--- src/rtl/fw_upload_responder_if.sv ---
// Byte-stream, SRAM write and CPU-control signals of the firmware upload responder.
// master = host/UART/arbiter side, slave = the responder itself.
interface fw_upload_responder_if;
  logic [7:0]  rx_data;
  logic        rx_valid;
  logic [7:0]  tx_data;
  logic        tx_valid;
  logic        tx_ready;
  logic [17:0] mem_addr;
  logic [15:0] mem_wdata;
  logic        mem_we;
  logic        mem_ready;
  logic        cpu_rst;
  logic        loaded_ok;
  logic        busy;

  modport master (
    output rx_data, rx_valid, tx_ready, mem_ready,
    input  tx_data, tx_valid, mem_addr, mem_wdata, mem_we, cpu_rst, loaded_ok, busy
  );

  modport slave (
    input  rx_data, rx_valid, tx_ready, mem_ready,
    output tx_data, tx_valid, mem_addr, mem_wdata, mem_we, cpu_rst, loaded_ok, busy
  );
endinterface

--- src/rtl/fw_upload_responder.sv ---
// UART firmware upload responder: 'R' size payload crc framing, 16-bit SRAM packing,
// CRC32 check with ACK/NAK, CPU reset release on 'r'. Optional inter-byte timeout: FW_TIMEOUT_EN.
module fw_upload_responder #(
  parameter int unsigned MAX_SIZE       = 524288,
  parameter int unsigned TIMEOUT_CYCLES = 2500000
) (
  input logic                  clk,
  input logic                  rst,
  fw_upload_responder_if.slave bus
);
  localparam logic [7:0] CmdLoad = 8'h52;
  localparam logic [7:0] CmdRun  = 8'h72;
  localparam logic [7:0] RspAck  = 8'h06;
  localparam logic [7:0] RspNak  = 8'h15;

  typedef enum logic [2:0] {StIdle, StSize, StData, StCrc, StCheck, StResp} state_e;

  state_e      state_q;
  logic [31:0] cnt_q, size_q, crc_q, rx_crc_q;
  logic [7:0]  low_q;
  logic        overrun_q;
  logic [7:0]  tx_data_q;
  logic        tx_valid_q;
  logic [17:0] mem_addr_q;
  logic [15:0] mem_wdata_q;
  logic        mem_we_q;
  logic        cpu_rst_q;
  logic        loaded_ok_q;

  logic [31:0] size_shift;
  logic        wr_pending;
  logic        wr_clear;
  logic        last_data;

  assign size_shift = {bus.rx_data, size_q[31:8]};
  assign wr_pending = mem_we_q && !bus.mem_ready;
  assign wr_clear   = !wr_pending;
  assign last_data  = (cnt_q + 32'd1) == size_q;

  function automatic logic [31:0] crc_byte(input logic [31:0] c, input logic [7:0] d);
    logic [31:0] r;
    r = c ^ {24'h0, d};
    for (int i = 0; i < 8; i++) begin
      r = r[0] ? ((r >> 1) ^ 32'hEDB8_8320) : (r >> 1);
    end
    return r;
  endfunction

`ifdef FW_TIMEOUT_EN
  logic [31:0] idle_q;
`else
  // Timeout parameter only matters when the timeout feature is built in.
  logic unused_timeout_cfg;
  assign unused_timeout_cfg = ^TIMEOUT_CYCLES;
`endif

  always_ff @(posedge clk or posedge rst) begin
    if (rst) begin
      state_q     <= StIdle;
      cnt_q       <= '0;
      size_q      <= '0;
      crc_q       <= '0;
      rx_crc_q    <= '0;
      low_q       <= '0;
      overrun_q   <= 1'b0;
      tx_data_q   <= '0;
      tx_valid_q  <= 1'b0;
      mem_addr_q  <= '0;
      mem_wdata_q <= '0;
      mem_we_q    <= 1'b0;
      cpu_rst_q   <= 1'b1;
      loaded_ok_q <= 1'b0;
`ifdef FW_TIMEOUT_EN
      idle_q      <= '0;
`endif
    end else begin
      if (mem_we_q && bus.mem_ready) mem_we_q <= 1'b0;

      unique case (state_q)
        StIdle: begin
          if (bus.rx_valid) begin
            if (bus.rx_data == CmdLoad) begin
              cnt_q       <= '0;
              size_q      <= '0;
              crc_q       <= 32'hFFFF_FFFF;
              overrun_q   <= 1'b0;
              cpu_rst_q   <= 1'b1;
              loaded_ok_q <= 1'b0;
              state_q     <= StSize;
            end else if (bus.rx_data == CmdRun) begin
              if (loaded_ok_q) begin
                cpu_rst_q <= 1'b0;
              end else begin
                tx_data_q  <= RspNak;
                tx_valid_q <= 1'b1;
                state_q    <= StResp;
              end
            end
          end
        end

        StSize: begin
          if (bus.rx_valid) begin
            size_q <= size_shift;
            if (cnt_q == 32'd3) begin
              cnt_q <= '0;
              if (size_shift == 32'd0 || size_shift > 32'(MAX_SIZE)) begin
                tx_data_q  <= RspNak;
                tx_valid_q <= 1'b1;
                state_q    <= StResp;
              end else begin
                state_q <= StData;
              end
            end else begin
              cnt_q <= cnt_q + 32'd1;
            end
          end
        end

        StData: begin
          if (bus.rx_valid) begin
            cnt_q <= cnt_q + 32'd1;
            // A byte arriving while a write is still pending is lost; the count still advances.
            if (wr_pending) begin
              overrun_q <= 1'b1;
            end else begin
              crc_q <= crc_byte(crc_q, bus.rx_data);
              if (cnt_q[0]) begin
                mem_we_q    <= 1'b1;
                mem_addr_q  <= cnt_q[18:1];
                mem_wdata_q <= {bus.rx_data, low_q};
              end else if (last_data) begin
                mem_we_q    <= 1'b1;
                mem_addr_q  <= cnt_q[18:1];
                mem_wdata_q <= {8'h00, bus.rx_data};
              end else begin
                low_q <= bus.rx_data;
              end
            end
            if (last_data) begin
              cnt_q   <= '0;
              state_q <= StCrc;
            end
          end
        end

        StCrc: begin
          // cnt_q == 4 means all CRC bytes are in and the final write is still draining.
          if (cnt_q == 32'd4) begin
            if (wr_clear) state_q <= StCheck;
          end else if (bus.rx_valid) begin
            rx_crc_q <= {bus.rx_data, rx_crc_q[31:8]};
            cnt_q    <= cnt_q + 32'd1;
            if (cnt_q == 32'd3 && wr_clear) state_q <= StCheck;
          end
        end

        StCheck: begin
          if (~crc_q == rx_crc_q && !overrun_q) begin
            tx_data_q   <= RspAck;
            loaded_ok_q <= 1'b1;
          end else begin
            tx_data_q <= RspNak;
          end
          tx_valid_q <= 1'b1;
          state_q    <= StResp;
        end

        StResp: begin
          if (bus.tx_ready) begin
            tx_valid_q <= 1'b0;
            state_q    <= StIdle;
          end
        end

        default: state_q <= StIdle;
      endcase

`ifdef FW_TIMEOUT_EN
      if ((state_q == StSize || state_q == StData || state_q == StCrc) && !bus.rx_valid) begin
        if (idle_q + 32'd1 >= 32'(TIMEOUT_CYCLES)) begin
          idle_q      <= '0;
          tx_data_q   <= RspNak;
          tx_valid_q  <= 1'b1;
          loaded_ok_q <= 1'b0;
          state_q     <= StResp;
        end else begin
          idle_q <= idle_q + 32'd1;
        end
      end else begin
        idle_q <= '0;
      end
`endif
    end
  end

  assign bus.tx_data   = tx_data_q;
  assign bus.tx_valid  = tx_valid_q;
  assign bus.mem_addr  = mem_addr_q;
  assign bus.mem_wdata = mem_wdata_q;
  assign bus.mem_we    = mem_we_q;
  assign bus.cpu_rst   = cpu_rst_q;
  assign bus.loaded_ok = loaded_ok_q;
  assign bus.busy      = (state_q != StIdle);
endmodule

--- src/flat_wrapper.sv ---
// flat-port wrapper written by rule: the top's interface ports become plain ports
module fw_upload_responder_flat 
#(
  parameter int unsigned MAX_SIZE       = 524288,
  parameter int unsigned TIMEOUT_CYCLES = 2500000
)
  (clk, rst, bus_rx_data, bus_rx_valid, bus_tx_ready, bus_mem_ready, bus_tx_data, bus_tx_valid, bus_mem_addr, bus_mem_wdata, bus_mem_we, bus_cpu_rst, bus_loaded_ok, bus_busy);
  fw_upload_responder_if bus_i ();
  input logic clk;
  input logic rst;
  input wire logic [$bits(bus_i.rx_data)-1:0] bus_rx_data;
  input wire logic [$bits(bus_i.rx_valid)-1:0] bus_rx_valid;
  input wire logic [$bits(bus_i.tx_ready)-1:0] bus_tx_ready;
  input wire logic [$bits(bus_i.mem_ready)-1:0] bus_mem_ready;
  output wire logic [$bits(bus_i.tx_data)-1:0] bus_tx_data;
  output wire logic [$bits(bus_i.tx_valid)-1:0] bus_tx_valid;
  output wire logic [$bits(bus_i.mem_addr)-1:0] bus_mem_addr;
  output wire logic [$bits(bus_i.mem_wdata)-1:0] bus_mem_wdata;
  output wire logic [$bits(bus_i.mem_we)-1:0] bus_mem_we;
  output wire logic [$bits(bus_i.cpu_rst)-1:0] bus_cpu_rst;
  output wire logic [$bits(bus_i.loaded_ok)-1:0] bus_loaded_ok;
  output wire logic [$bits(bus_i.busy)-1:0] bus_busy;
  assign bus_i.rx_data = bus_rx_data;
  assign bus_i.rx_valid = bus_rx_valid;
  assign bus_i.tx_ready = bus_tx_ready;
  assign bus_i.mem_ready = bus_mem_ready;
  assign bus_tx_data = bus_i.tx_data;
  assign bus_tx_valid = bus_i.tx_valid;
  assign bus_mem_addr = bus_i.mem_addr;
  assign bus_mem_wdata = bus_i.mem_wdata;
  assign bus_mem_we = bus_i.mem_we;
  assign bus_cpu_rst = bus_i.cpu_rst;
  assign bus_loaded_ok = bus_i.loaded_ok;
  assign bus_busy = bus_i.busy;
  fw_upload_responder #(.MAX_SIZE(MAX_SIZE), .TIMEOUT_CYCLES(TIMEOUT_CYCLES)) u_core (.clk(clk), .rst(rst), .bus(bus_i));
endmodule
--- config.mk ---
export PLATFORM = sky130hd
export DESIGN_NAME = fw_upload_responder_flat
export DESIGN_NICKNAME = d
export VERILOG_FILES = /design/src/rtl/fw_upload_responder_if.sv /design/src/rtl/fw_upload_responder.sv /design/src/flat_wrapper.sv
export SDC_FILE = /design/constraint.sdc
export NUM_CORES = 1
export LEC_CHECK = 0
export BUFFER_PORTS_ARGS = -buffer_cell sky130_fd_sc_hd__buf_2
export CORE_MARGIN = 2
export CORE_UTILIZATION = 50
export CTS_CLUSTER_DIAMETER = 150
export CTS_CLUSTER_SIZE = 24
export DETAILED_ROUTE_END_ITERATION = 8
export PLACE_DENSITY = 0.68
export SYNTH_ARGS = -nofsm -noshare
export SYNTH_HDL_FRONTEND = slang
export SYNTH_SLANG_ARGS = --single-unit
--- constraint.sdc ---
create_clock -name clk -period 6.8 [get_ports clk]
set_clock_uncertainty 0.1 [all_clocks]
set_input_delay 0.34 -clock clk [delete_from_list [all_inputs] [get_ports clk]]
set_output_delay 0.34 -clock clk [all_outputs]
set_load 0.005 [all_outputs]
Word level (Yosys, flattened, before mapping)
Index checks and enable logic that the tools add are counted.
Storage, ports and cells
  flip-flop bits (word level): 186
  bits in latches: 0
  bits in writable memories: 0
  memory bits (read-only): 0
  input port bits: 13
  output and inout bits: 47
  word-level logic and storage cells: 171
  memories kept: 0
Operators by class
  $add $sub $neg: 1
  $mul: 0
  divide/modulo/power cells: 0
  $lt $le $gt $ge: 1
  equality and inequality tests: 32
  shift-type cells: 0
  muxes and demuxes: 77
  bitwise gates (word level): 14
  reductions and logical operators: 32
Operator list (number)
  $mux 32: 21
  $pmux 32 s2: 2
  $pmux 32 s4: 1
  $not 13->14: 8
  $eq 32x32->1: 2
  $mux 8: 7
  $mux 3: 14
  $mux 18: 2
  $add 32x1->32 const B: 1
  $eq 32x2->1 const B: 1
  $eq 32x3->1 const B: 1
  $gt 32x20->1 const B: 1
  $logic_not 32->1: 1
  $mux 16: 2
  $not 32->32: 1
  $xor 32x8->32: 1
  $pmux 8 s3: 1
  $mux 1: 22
  $ne 2x2->1 const B: 9
  $pmux 3 s6: 1
  $eq 8x7->1 const B: 2
  $reduce_and 4->1: 4
  $reduce_and 5->1: 3
  $ne 2x1->1 const B: 7
  other kinds (22): 42

Depth between registers and ports, before layout
  word-level depth: 20
  gate-level depth with buffers: 13
  depth with buffers taken out: 11

Worst setup path before layout
No wires, ideal clock.
  path type: reg-to-reg
  start point: register u_core.cnt_q[0]
  end point: register u_core.mem_addr_q[0], in the netlist u_core.bus.mem_addr[0]
  library setup time: 125 ps
  arrival: 3272 ps
  data required time: 6575 ps
  setup slack: 3303 ps
  cell stages (with the launch flop): 14
  path buffers: 2
  clock period less this slack: 3497 ps
  cells stage by stage: dfrtp_1 -> buf_2 -> inv_1 -> ha_1 -> xor2_1 -> a211o_1 -> a2111oi_0 -> o2111ai_1 -> nor4_1 -> nand4_1 -> o21a_1 -> nor3_4 -> buf_2 -> mux2_2
On the way
  cells in the longest elaborated chain, start to end: 4
  elaborated cells on any way between the ends: 5
  those cells by class: 1 x add/sub; 1 x eq/ne; 1 x mux; 2 x reduce/logical
RTL lines
  from (decl): RTL line fw_upload_responder.sv:19  | logic [31:0] cnt_q, size_q, crc_q, rx_crc_q;
  from (signal assigned): RTL line fw_upload_responder.sv:115  | cnt_q <= cnt_q + 32'd1;
  from (signal assigned): RTL line fw_upload_responder.sv:122  | cnt_q <= cnt_q + 32'd1;
  from (signal assigned): RTL line fw_upload_responder.sv:153  | cnt_q <= cnt_q + 32'd1;
  $add 32x1->32: RTL line fw_upload_responder.sv:38  | assign last_data = (cnt_q + 32'd1) == size_q;
  $eq 32x32->1: RTL line fw_upload_responder.sv:38
  $reduce_bool 2->1 (no line)
  $reduce_and 4->1 (no line)
  to (signal assigned): RTL line fw_upload_responder.sv:130  | mem_addr_q <= cnt_q[18:1];
  to (signal assigned): RTL line fw_upload_responder.sv:134  | mem_addr_q <= cnt_q[18:1];
  to (decl): RTL line fw_upload_responder.sv:24  | logic [17:0] mem_addr_q;
Several ways; a longest one is shown, not always the timed one.
A chain may end at the register's enable or synchronous reset.

Worst setup path in the final report
  start point: register u_core.cnt_q[0]
  end point: register u_core.cnt_q[10]
On the way
  cells in the longest elaborated chain, start to end: 5
  elaborated cells on any way between the ends: 13
  those cells by class: 1 x add/sub; 4 x eq/ne; 7 x mux; 1 x reduce/logical
RTL lines
  $add 32x1->32
  $eq 32x32->1: RTL line fw_upload_responder.sv:38
  $mux 32: RTL line fw_upload_responder.sv:140  | if (last_data) begin
  $mux 32: RTL line fw_upload_responder.sv:121  | if (bus.rx_valid) begin
  $pmux 32 s4: RTL line fw_upload_responder.sv:79  | unique case (state_q)
Several ways; a longest one is shown, not always the timed one. The select of a mux whose other input is x is not followed.

==> impl_metrics.yaml <==
status:
  status: "finished clean"
synth:
  ys_types: 64
  ys.flop_type: "dfrtp_1"
  async_reset_ff_share_pct: 100.0
  synth-edff-count: 0
  synthTopCellsByArea: "dfrtp_1 44%, xnor2_1 6.5%, mux2_2 6.2%"
  ys_seq_elements: 181
  syn-cell-area_sq_mm: 0.01013
  synth_top_area_share_pct: 44.48
  yosys.area.top_type: "dfrtp_1"
  synth.most_common_cell: "dfrtp_1"
  synth-seq-area-share_pct: 44.74
  postSynthAreaPerCell_sq_um: 9.500
  syn_inst: 1066
  yosysWarnings: 0
  ys_top_cells_by_count: "180 x dfrtp_1, 130 x nand2_1, 79 x o21ai_0, 75 x xnor2_1, 69 x nor2_1"
floorplan:
  die-area_sq_mm: 0.02141
  rows: 52
  start_util_pct: 50.54
  die_x_um: 146.3
  coreArea_sq_mm: 0.02004
  io_pins: 60
  die_h_um: 146.3
flow_run:
  cap_viol_max_count: 0
cts:
  cts_sinks: 181
  root_buffer: "clkbuf_16"
  cts_tree: "yes"
  cts_max_path_buffers: 2
  ctsHtreeMaxLevel: 4
  cts_setup_buffers: 0
  clk_pin_slew_worst_paths_ns: 0.07
  clk_latency_ns: 0.45
  cts_buffers: 17
placement:
  dp_slack_ns: 1.990
  port_buffers: 55
  gp_congestion: 0.9214
  hpwl_um: 17980
  postPlaceCellArea_sq_mm: 0.01053
  dp_cells: 1327
setup_path:
  end_kind: "flop"
  startpoint_type: "flop"
  path_cells: "ha_1, nand3_1, a2bb2oi_1, a2111oi_0, o2111ai_1, nor4_1, nand4_1, o22ai_2, buf_4, o21ai_0, a22o_1"
  critical_path_peak_fanout: 21
  critPathSlowestCell: "a2111oi_0"
  crit_required_ns: 7.03
  slowest_delay_ns: 0.79
  worst_ep_arrival_time_ns: 5.26
  reg2regPathDepth: 11
  critPathKind: "reg -> reg"
sta:
  fin_crit_sh_pct: 73.88
  finalSetupViolCount: 0
  rsz0062_at_grt: "no"
  maxSlewViolCount: 0
  period_needed_ns: 5.024
  worst_slew_pin_slew_ns: 1.146
  timing.final.ws_setup_ns: 1.776
  hold_violations: 0
  fin_tns_setup_ns: 0
  slew_headroom_pct: 23.02
  max_freq_ghz: 0.1990
drt:
  drc: 0
  routed_wl_um: 25820
  vias: 8034
  routed_via_density: 5.907
  postRouteAntennaNets: 0
  initialDrtViolationCount: 759
  dr.pass1.iters: 5
  routedWlPerCell_um: 18.98
worst_hold_path:
  hold_class: "in -> reg"
  whs_path_depth: 2
final_layout:
  final_area_sq_mm: 0.01110
  fillers: 1857
  fin_cells: 1360
  nNetsFinal: 1092
  areaGrowthSynthToFinish_pct: 9.612
  drive_gt1_share_pct: 15.41
  antenna_cells: 0
power:
  power_density_mw_per_mm2: 324.2
  peakVddDrop_mv: 0.1980
  p_leak_nw: 4.748
  finalPower_w: 0.003599
global_routing:
  track_usage_pct: 25.03
  grt_max_degree: 105
  grt_overflow: 0
  grt_pass1_vias: 7924
  grt_pass1_wl_um: 42540
  antenna_found_initial: 0
final timing paths:
check                      slack [ns]                  start                       to
setup / recovery                 1.78        u_core.cnt_q[0]         u_core.cnt_q[10]
hold / removal                   0.03           bus_tx_ready      u_core.bus.tx_valid
setup reg to reg                 1.78        u_core.cnt_q[0]         u_core.cnt_q[10]
hold reg to reg                  0.36  u_core.bus.tx_data[2]    u_core.bus.tx_data[2]
max in group asynchronous        4.66                    rst        u_core.size_q[30]
min in group asynchronous        0.45                    rst  u_core.bus.mem_wdata[1]
kinds of logic after synthesis:
group                    Yosys count  share of synthesized area (%)
flip-flops                       181                          44.74
multiplexers                      80                          8.846
adder cells (fa/ha/maj)            2                         0.2471
buffers and inverters            103                          4.337
other                              1                        0.03703
AND/OR/NAND/NOR                  361                          17.49
AO/OA/AOI/OAI                    202                          12.40
XOR/XNOR                         136                          11.90
critical path, delay by kind of cell (launching register included):
kind / cells / cell delay (ns)
AOI/OAI and AO/OA: 6 / 2.33
adders and majority gates: 1 / 0.35
buffers and inverters: 1 / 0.32
DFF: 1 / 0.71
and+or+nand+nor: 3 / 1.09
stage by stage:
step,util (%),hold slack (ns)
2_1_floorplan,-,0.3396
3_3_place_gp,52.55,0.3481
3_5_place_dp,52.55,0.3507
4_1_cts,55.39,0.02362
5_1_grt,55.39,0.05867
6_report,55.39,0.03297
what timing repair did:
action                    4_1_cts  5_1_grt
hold buffers                    1        0
hold endpoints to repair      103        0
resized for setup               0        0
layout by cell type (no fill, tap or decap), types with 4 or more instances in the layout:
master / synthesis / layout
mux2_1: 20 / 20
mux2_2: 56 / 56
inv_1: 25 / 24
o21ai_0: 79 / 79
a211oi_1: 5 / 4
nand2b_1: 5 / 4
nor3_1: 27 / 25
nand2_1: 130 / 130
or3_1: 17 / 17
a21oi_1: 35 / 35
nor4_1: 32 / 31
or4_1: 5 / 5
inv_8: 0 / 4
mux2i_1: 4 / 4
xor2_1: 60 / 60
nand3_1: 23 / 23
nor2_1: 69 / 69
nor2b_1: 6 / 6
and3_1: 4 / 4
nand4_1: 24 / 24
a22o_1: 22 / 22
buf_2: 18 / 55
conb_1: 1 / 4
a21o_1: 8 / 8
buf_4: 8 / 10
a31oi_1: 18 / 18
clkbuf_16: 0 / 17
and4_1: 5 / 5
dfrtp_1: 180 / 180
o22ai_1: 5 / 4
xnor2_1: 75 / 75
layout make-up:
type	instances	area (sq um)	area share, %
repair buffers	66	360.3	3.246
clock inverters	13	117.6	1.060
clock buffers	19	442.9	3.990
inverters	26	105.1	0.9468
multi-input cells	785	5206	46.90
flip-flops and latches	181	4531	40.81
well taps	270	337.8	3.043
report_power, final:
group	switching, W	leakage, nW	internal (W)
combinational	0.000685	2.21	0.000473
sequential	0.000273	2.27	0.00121
clock	0.000465	0.269	0.000491
total	0.00142	4.75	0.00218
metal layers:
layer	share of wire, %	GRT usage, %	vias to the layer above
li1	-	-	3762
met1	47	36.36	3959
met2	45	38.94	270
met3	6.1	4.281	43
met4	1.8	6.942	0
met5	0	0	-
sequential cells by signal (all words and copies together), names as in the netlist:
signal	count
u_core.bus.cpu_rst	1
u_core.bus.mem_addr	18
u_core.cnt_q	32
u_core.low_q	8
u_core.bus.loaded_ok	1
u_core.overrun_q	1
u_core.crc_q	32
u_core.bus.mem_wdata	16
u_core.size_q	32
u_core.bus.tx_data	3
u_core.rx_crc_q	32
u_core.bus.mem_we	1
u_core.state_q	3
u_core.bus.tx_valid	1
No activity file was read; power rests on OpenSTA's default activity.
